**src/rtl/dmem_arbiter.sv**
```systemverilog
`default_nettype none
// ---------------------------------------------------------------------------
// dmem_arbiter : core/DMA arbiter for the single-port data memory with
//                starvation-forced DMA grants and core load-data hold.
// Revision     : 1.0
// ---------------------------------------------------------------------------
module dmem_arbiter #(
   parameter int D_SIZE       = 32,
   parameter int A_SIZE       = 10,
   parameter int STARVE_LIMIT = 8
) (
   input  logic              clk,
   input  logic              rst,
   input  logic              core_read,
   input  logic              core_write,
   input  logic [A_SIZE-1:0] core_address,
   input  logic [D_SIZE-1:0] core_data_out,
   output logic [D_SIZE-1:0] core_data_in,
   output logic              core_stall,
   input  logic              dma_req,
   input  logic              dma_we,
   input  logic [A_SIZE-1:0] dma_addr,
   input  logic [D_SIZE-1:0] dma_wdata,
   output logic              dma_gnt,
   output logic [D_SIZE-1:0] dma_rdata,
   output logic              dma_rvalid,
   output logic              mem_read,
   output logic              mem_write,
   output logic [A_SIZE-1:0] mem_address,
   output logic [D_SIZE-1:0] mem_data_out,
   input  logic [D_SIZE-1:0] mem_data_in
);

   localparam logic [7:0] STARVE_LIM8 = 8'(STARVE_LIMIT);

   logic [7:0]        starve_cnt_q, starve_cnt_d;
   logic              core_rd_q, core_rd_d;
   logic              dma_rd_q, dma_rd_d;
   logic [D_SIZE-1:0] rdata_hold_q, rdata_hold_d;

   logic core_req, core_rd, force_gnt, dma_own, core_own;

   // Grant and memory mux; everything is gated off while reset is held.
   always_comb begin
      core_req     = core_read | core_write;
      core_rd      = core_read & ~core_write;
      force_gnt    = dma_req && (starve_cnt_q == STARVE_LIM8);
      dma_own      = ~rst & (force_gnt | (~core_req & dma_req));
      core_own     = ~rst & core_req & ~dma_own;

      mem_read     = dma_own ? ~dma_we : (core_own & core_rd);
      mem_write    = dma_own ?  dma_we : (core_own & core_write);
      mem_address  = dma_own ? dma_addr  : core_address;
      mem_data_out = dma_own ? dma_wdata : core_data_out;

      dma_gnt      = dma_own;
      core_stall   = ~rst & force_gnt & core_req;
   end

   always_comb begin
      starve_cnt_d = starve_cnt_q;
      if (!dma_req || dma_gnt) begin
         starve_cnt_d = 8'd0;
      end else if (starve_cnt_q != STARVE_LIM8) begin
         starve_cnt_d = starve_cnt_q + 8'd1;
      end

      core_rd_d    = core_own & core_rd;
      dma_rd_d     = dma_own & ~dma_we;
      rdata_hold_d = core_rd_q ? mem_data_in : rdata_hold_q;

      // A forced DMA read overwrites mem_data_in, so the core sees the hold.
      core_data_in = rst ? '0 : (core_rd_q ? mem_data_in : rdata_hold_q);
      dma_rdata    = mem_data_in;
      dma_rvalid   = dma_rd_q & ~rst;
   end

   always_ff @(posedge clk) begin
      if (rst) begin
         starve_cnt_q <= 8'd0;
         core_rd_q    <= 1'b0;
         dma_rd_q     <= 1'b0;
         rdata_hold_q <= '0;
      end else begin
         starve_cnt_q <= starve_cnt_d;
         core_rd_q    <= core_rd_d;
         dma_rd_q     <= dma_rd_d;
         rdata_hold_q <= rdata_hold_d;
      end
   end

endmodule
`default_nettype wire

```
**config.mk**
```make
export PLATFORM = sky130hd
export DESIGN_NAME = dmem_arbiter
export DESIGN_NICKNAME = d
export VERILOG_FILES = /design/src/rtl/dmem_arbiter.sv
export SDC_FILE = /design/constraint.sdc
export NUM_CORES = 1
export LEC_CHECK = 0
export ABC_CLOCK_PERIOD_IN_PS = 5500
export BUFFER_PORTS_ARGS = -buffer_cell sky130_fd_sc_hd__buf_2
export CORE_AREA = 2 2 90 92
export CTS_CLUSTER_DIAMETER = 40
export DETAILED_ROUTE_END_ITERATION = 10
export DIE_AREA = 0 0 92 94
export GPL_TIMING_DRIVEN = 0
export PLACE_DENSITY = 0.73
export SLEW_MARGIN = 20
export SYNTH_ARGS = -nofsm -noshare
export SYNTH_HDL_FRONTEND = slang
export SYNTH_SLANG_ARGS = --single-unit
```
**constraint.sdc**
```tcl
create_clock -name clk -period 5.5 [get_ports clk]
set_clock_uncertainty 0.2 [all_clocks]
set_input_delay 1.1 -clock clk [delete_from_list [all_inputs] [get_ports clk]]
set_output_delay 1.1 -clock clk [all_outputs]
set_load 0.005 [all_outputs]
```
==> PnR_summary.wiki <==
{| class="wikitable"
! Metric !! Value
|-
| Post-Route WL || 8045 um
|-
| Layout Area Growth over Synthesis || 56.13%
|-
| Routed vias/inst || 4.310
|-
| Number of global-route vias before repair || 2334
|-
| Pin count of the biggest net entering global routing || 15
|-
| Library cells used by synthesis || 30
|-
| Initial Util || 33.29%
|-
| DR iter-0 viols || 46
|-
| Detailed-route via count || 2513
|-
| # port buffers || 231
|-
| CTS Hold Buffers Added || 0
|-
| Period minus WS final || 3.860 ns
|-
| Final number of setup-violating endpoints || 0
|-
| Number of DRC violations after detailed routing || 0
|-
| # H-tree levels || 2
|-
| Initial antenna violation count || 0
|-
| Die span in x || 92 um
|-
| Number of max-capacitance violations reported || 0
|-
| Gpl congestion || 0.7343
|-
| Final antenna diode count || 0
|-
| Clock transition at path regs || 0.08 ns
|-
| Arrival time of data at the critical path endpoint || 2.56 ns
|-
| Hold Path Class || flip-flop to flip-flop
|-
| Synth Area per Inst || 10.46 um^2
|-
| Seq cells post-synth || 42
|-
| Routed wirelength normalized by instance count || 13.80 um
|-
| Overall power after layout || 0.0007911 W
|-
| Hold violation count in the final report || 0
|-
| Commonest non-fill, non-tap cell in the layout || buf_2
|-
| 1st-pass router iterations || 4
|-
| Commonest cells after routing, fill and taps aside || 234 x buf_2, 42 x dfxtp_1, 41 x nor2_1
|-
| Sort of element at the start of the critical path || input port
|-
| Number of nets with antenna violations after detailed routing || 0
|-
| Final worst path period share || 70.19%
|-
| Number of warning messages in the yosys log || 0
|-
| Rows || 32
|-
| Number of gates given a new drive strength after cts || 0
|-
| Post-Syn Nets || 366
|-
| Cells on Worst Hold Path || 1
|-
| Aggregate negative setup slack || 0 ns
|-
| First-pass GRT wire length || 11470 um
|-
| Maximum count of clock buffers along a single path || 2
|-
| Number of max-slew violations in the final report || 0
|-
| Clock Sinks || 42
|-
| Cell area after layout || 3954 um^2
|-
| Worst Path Required || 4.20 ns
|-
| GRT overflow || 0
|-
| Half-perimeter wire length of the detailed placement result || 6965 um
|-
| Max transition margin || 68.53%
|-
| Clock network latency to the later pin of the worst-skew pair || 0.29 ns
|-
| Final cell count without fillers || 583
|-
| Status || finished, final reports clean
|-
| Worst slew pin tran || 0.4720 ns
|-
| Die span in y || 94 um
|-
| Core area || 7607 um^2
|-
| Total CTS buffers || 5
|-
| Top achievable clock speed || 0.2591 GHz
|-
| Unrepaired setup endpoints after global routing || false
|-
| Worst hold margin || 0.2871 ns
|-
| Post-CTS Setup Repair Bufs || 0
|-
| Cell area power density || 200.1 nW/um^2
|-
| Startpoint-to-endpoint class of the critical path || input port to output port
|-
| Cells after Synth || 242
|-
| Clk Tree Root Cell || clkbuf_8
|-
| DP Area || 3816 um^2
|-
| Share of cells above drive strength 1 || 67.36%
|-
| Placed cell count || 575
|-
| Area of the mapped netlist || 2532 um^2
|-
| TritonCTS clock tree || yes
|-
| Crit Path Max Fanout || 10
|-
| Nets || 604
|-
| Maximum resistive drop on vdd || 0.0001145 V
|-
| Kind of end point of the critical path || output port
|-
| Die Outline Area || 8648 um^2
|-
| R2R depth || 7
|-
| IO Pins || 233
|-
| Leakage || 2.204 nW
|-
| Combined global-route utilization of all metal layers || 16.68%
|-
| Fraction of the yosys area taken by sequential cells || 33.20%
|}
[metal layers]
metal	vias up	wire (um)	track usage (%)
li1	1266	-	-
met1	1137	3296	20.94
met2	100	4028	28.43
met3	10	642	4.815
met4	0	78	3.731
met5	-	0	0
[registers in the layout, summed over array words and instances, names as in the netlist]
| register | count |
|---|---|
| rdata_hold_q | 32 |
| dma_rd_q | 1 |
| starve_cnt_q | 8 |
| core_rd_q | 1 |
[kinds of logic (layout without fill, tap and decap cells)]
family	Yosys count	count (layout)	share of synthesized area, %
multiplexers	74	74	36.96
AND/OR/NAND/NOR	62	62	11.27
buffers and inverters	49	288	13.34
flip-flops	42	42	33.20
AO/OA/AOI/OAI	8	8	2.520
XOR/XNOR	5	5	1.730
adder cells (fa/ha/maj)	2	2	0.9880
[critical path, cell delays in order]
cell      delay, ns
clkbuf_1       0.28
and2b_1        0.30
o21ai_4        0.18
buf_6          0.24
mux2_4         0.31
buf_2          0.15
[area by class of cell]
cell class,instances,area [um^2]
fill,705,3654
multi-input combinational,151,1354
timing repair buffer,231,1156
sequential,42,840.8
buffer,44,319.1
tap,102,127.6
clock buffer,5,68.82
clock inverter,3,68.82
inverter,5,18.77
[through the flow]
step	util [%]	setup WS, ns
floorplan	-	2.003
global placement	50.16	1.662
detailed placement	50.16	1.626
CTS	51.97	1.624
global route	51.97	1.550
finish	51.97	1.640
[Yosys cell counts (all sizes together)]
library cell	number	area, um^2
or3	1	6.260
xor2	2	17.52
a31o	1	8.760
ha	2	25.02
and4	1	8.760
nor4b	1	23.77
buf	39	300.3
nor2	41	153.9
a31oi	1	6.260
clkbuf	5	18.77
nor3	3	15.01
nand2	7	26.28
and2b	1	7.510
a211oi	1	7.510
nand3	4	20.02
a41o	1	10.01
and3	2	17.52
mux2i	32	320.3
a21oi	2	10.01
dfxtp	42	840.8
nor2b	1	6.260
mux2	42	615.6
o21ai	2	21.27
inv	5	18.77
xnor2	3	26.28
[power by group]
group	internal (W)	switching (W)
Sequential	0.000313	0.00000268
Clock	0.000182	0.000108
Combinational	0.000113	0.0000730
[final timing paths]
check | start | endpoint | slack [ns]
worst max-delay path | rst | mem_data_out[17] | 1.64
worst min-delay path | starve_cnt_q[0]$_SDFFE_PP0P_ | starve_cnt_q[0]$_SDFFE_PP0P_ | 0.29
worst max register to register | starve_cnt_q[0]$_SDFFE_PP0P_ | dma_rd_q$_SDFF_PP0_ | 3.57
worst min register to register | starve_cnt_q[0]$_SDFFE_PP0P_ | starve_cnt_q[0]$_SDFFE_PP0P_ | 0.29
Note: power is estimated with default switching activity, not from simulation.
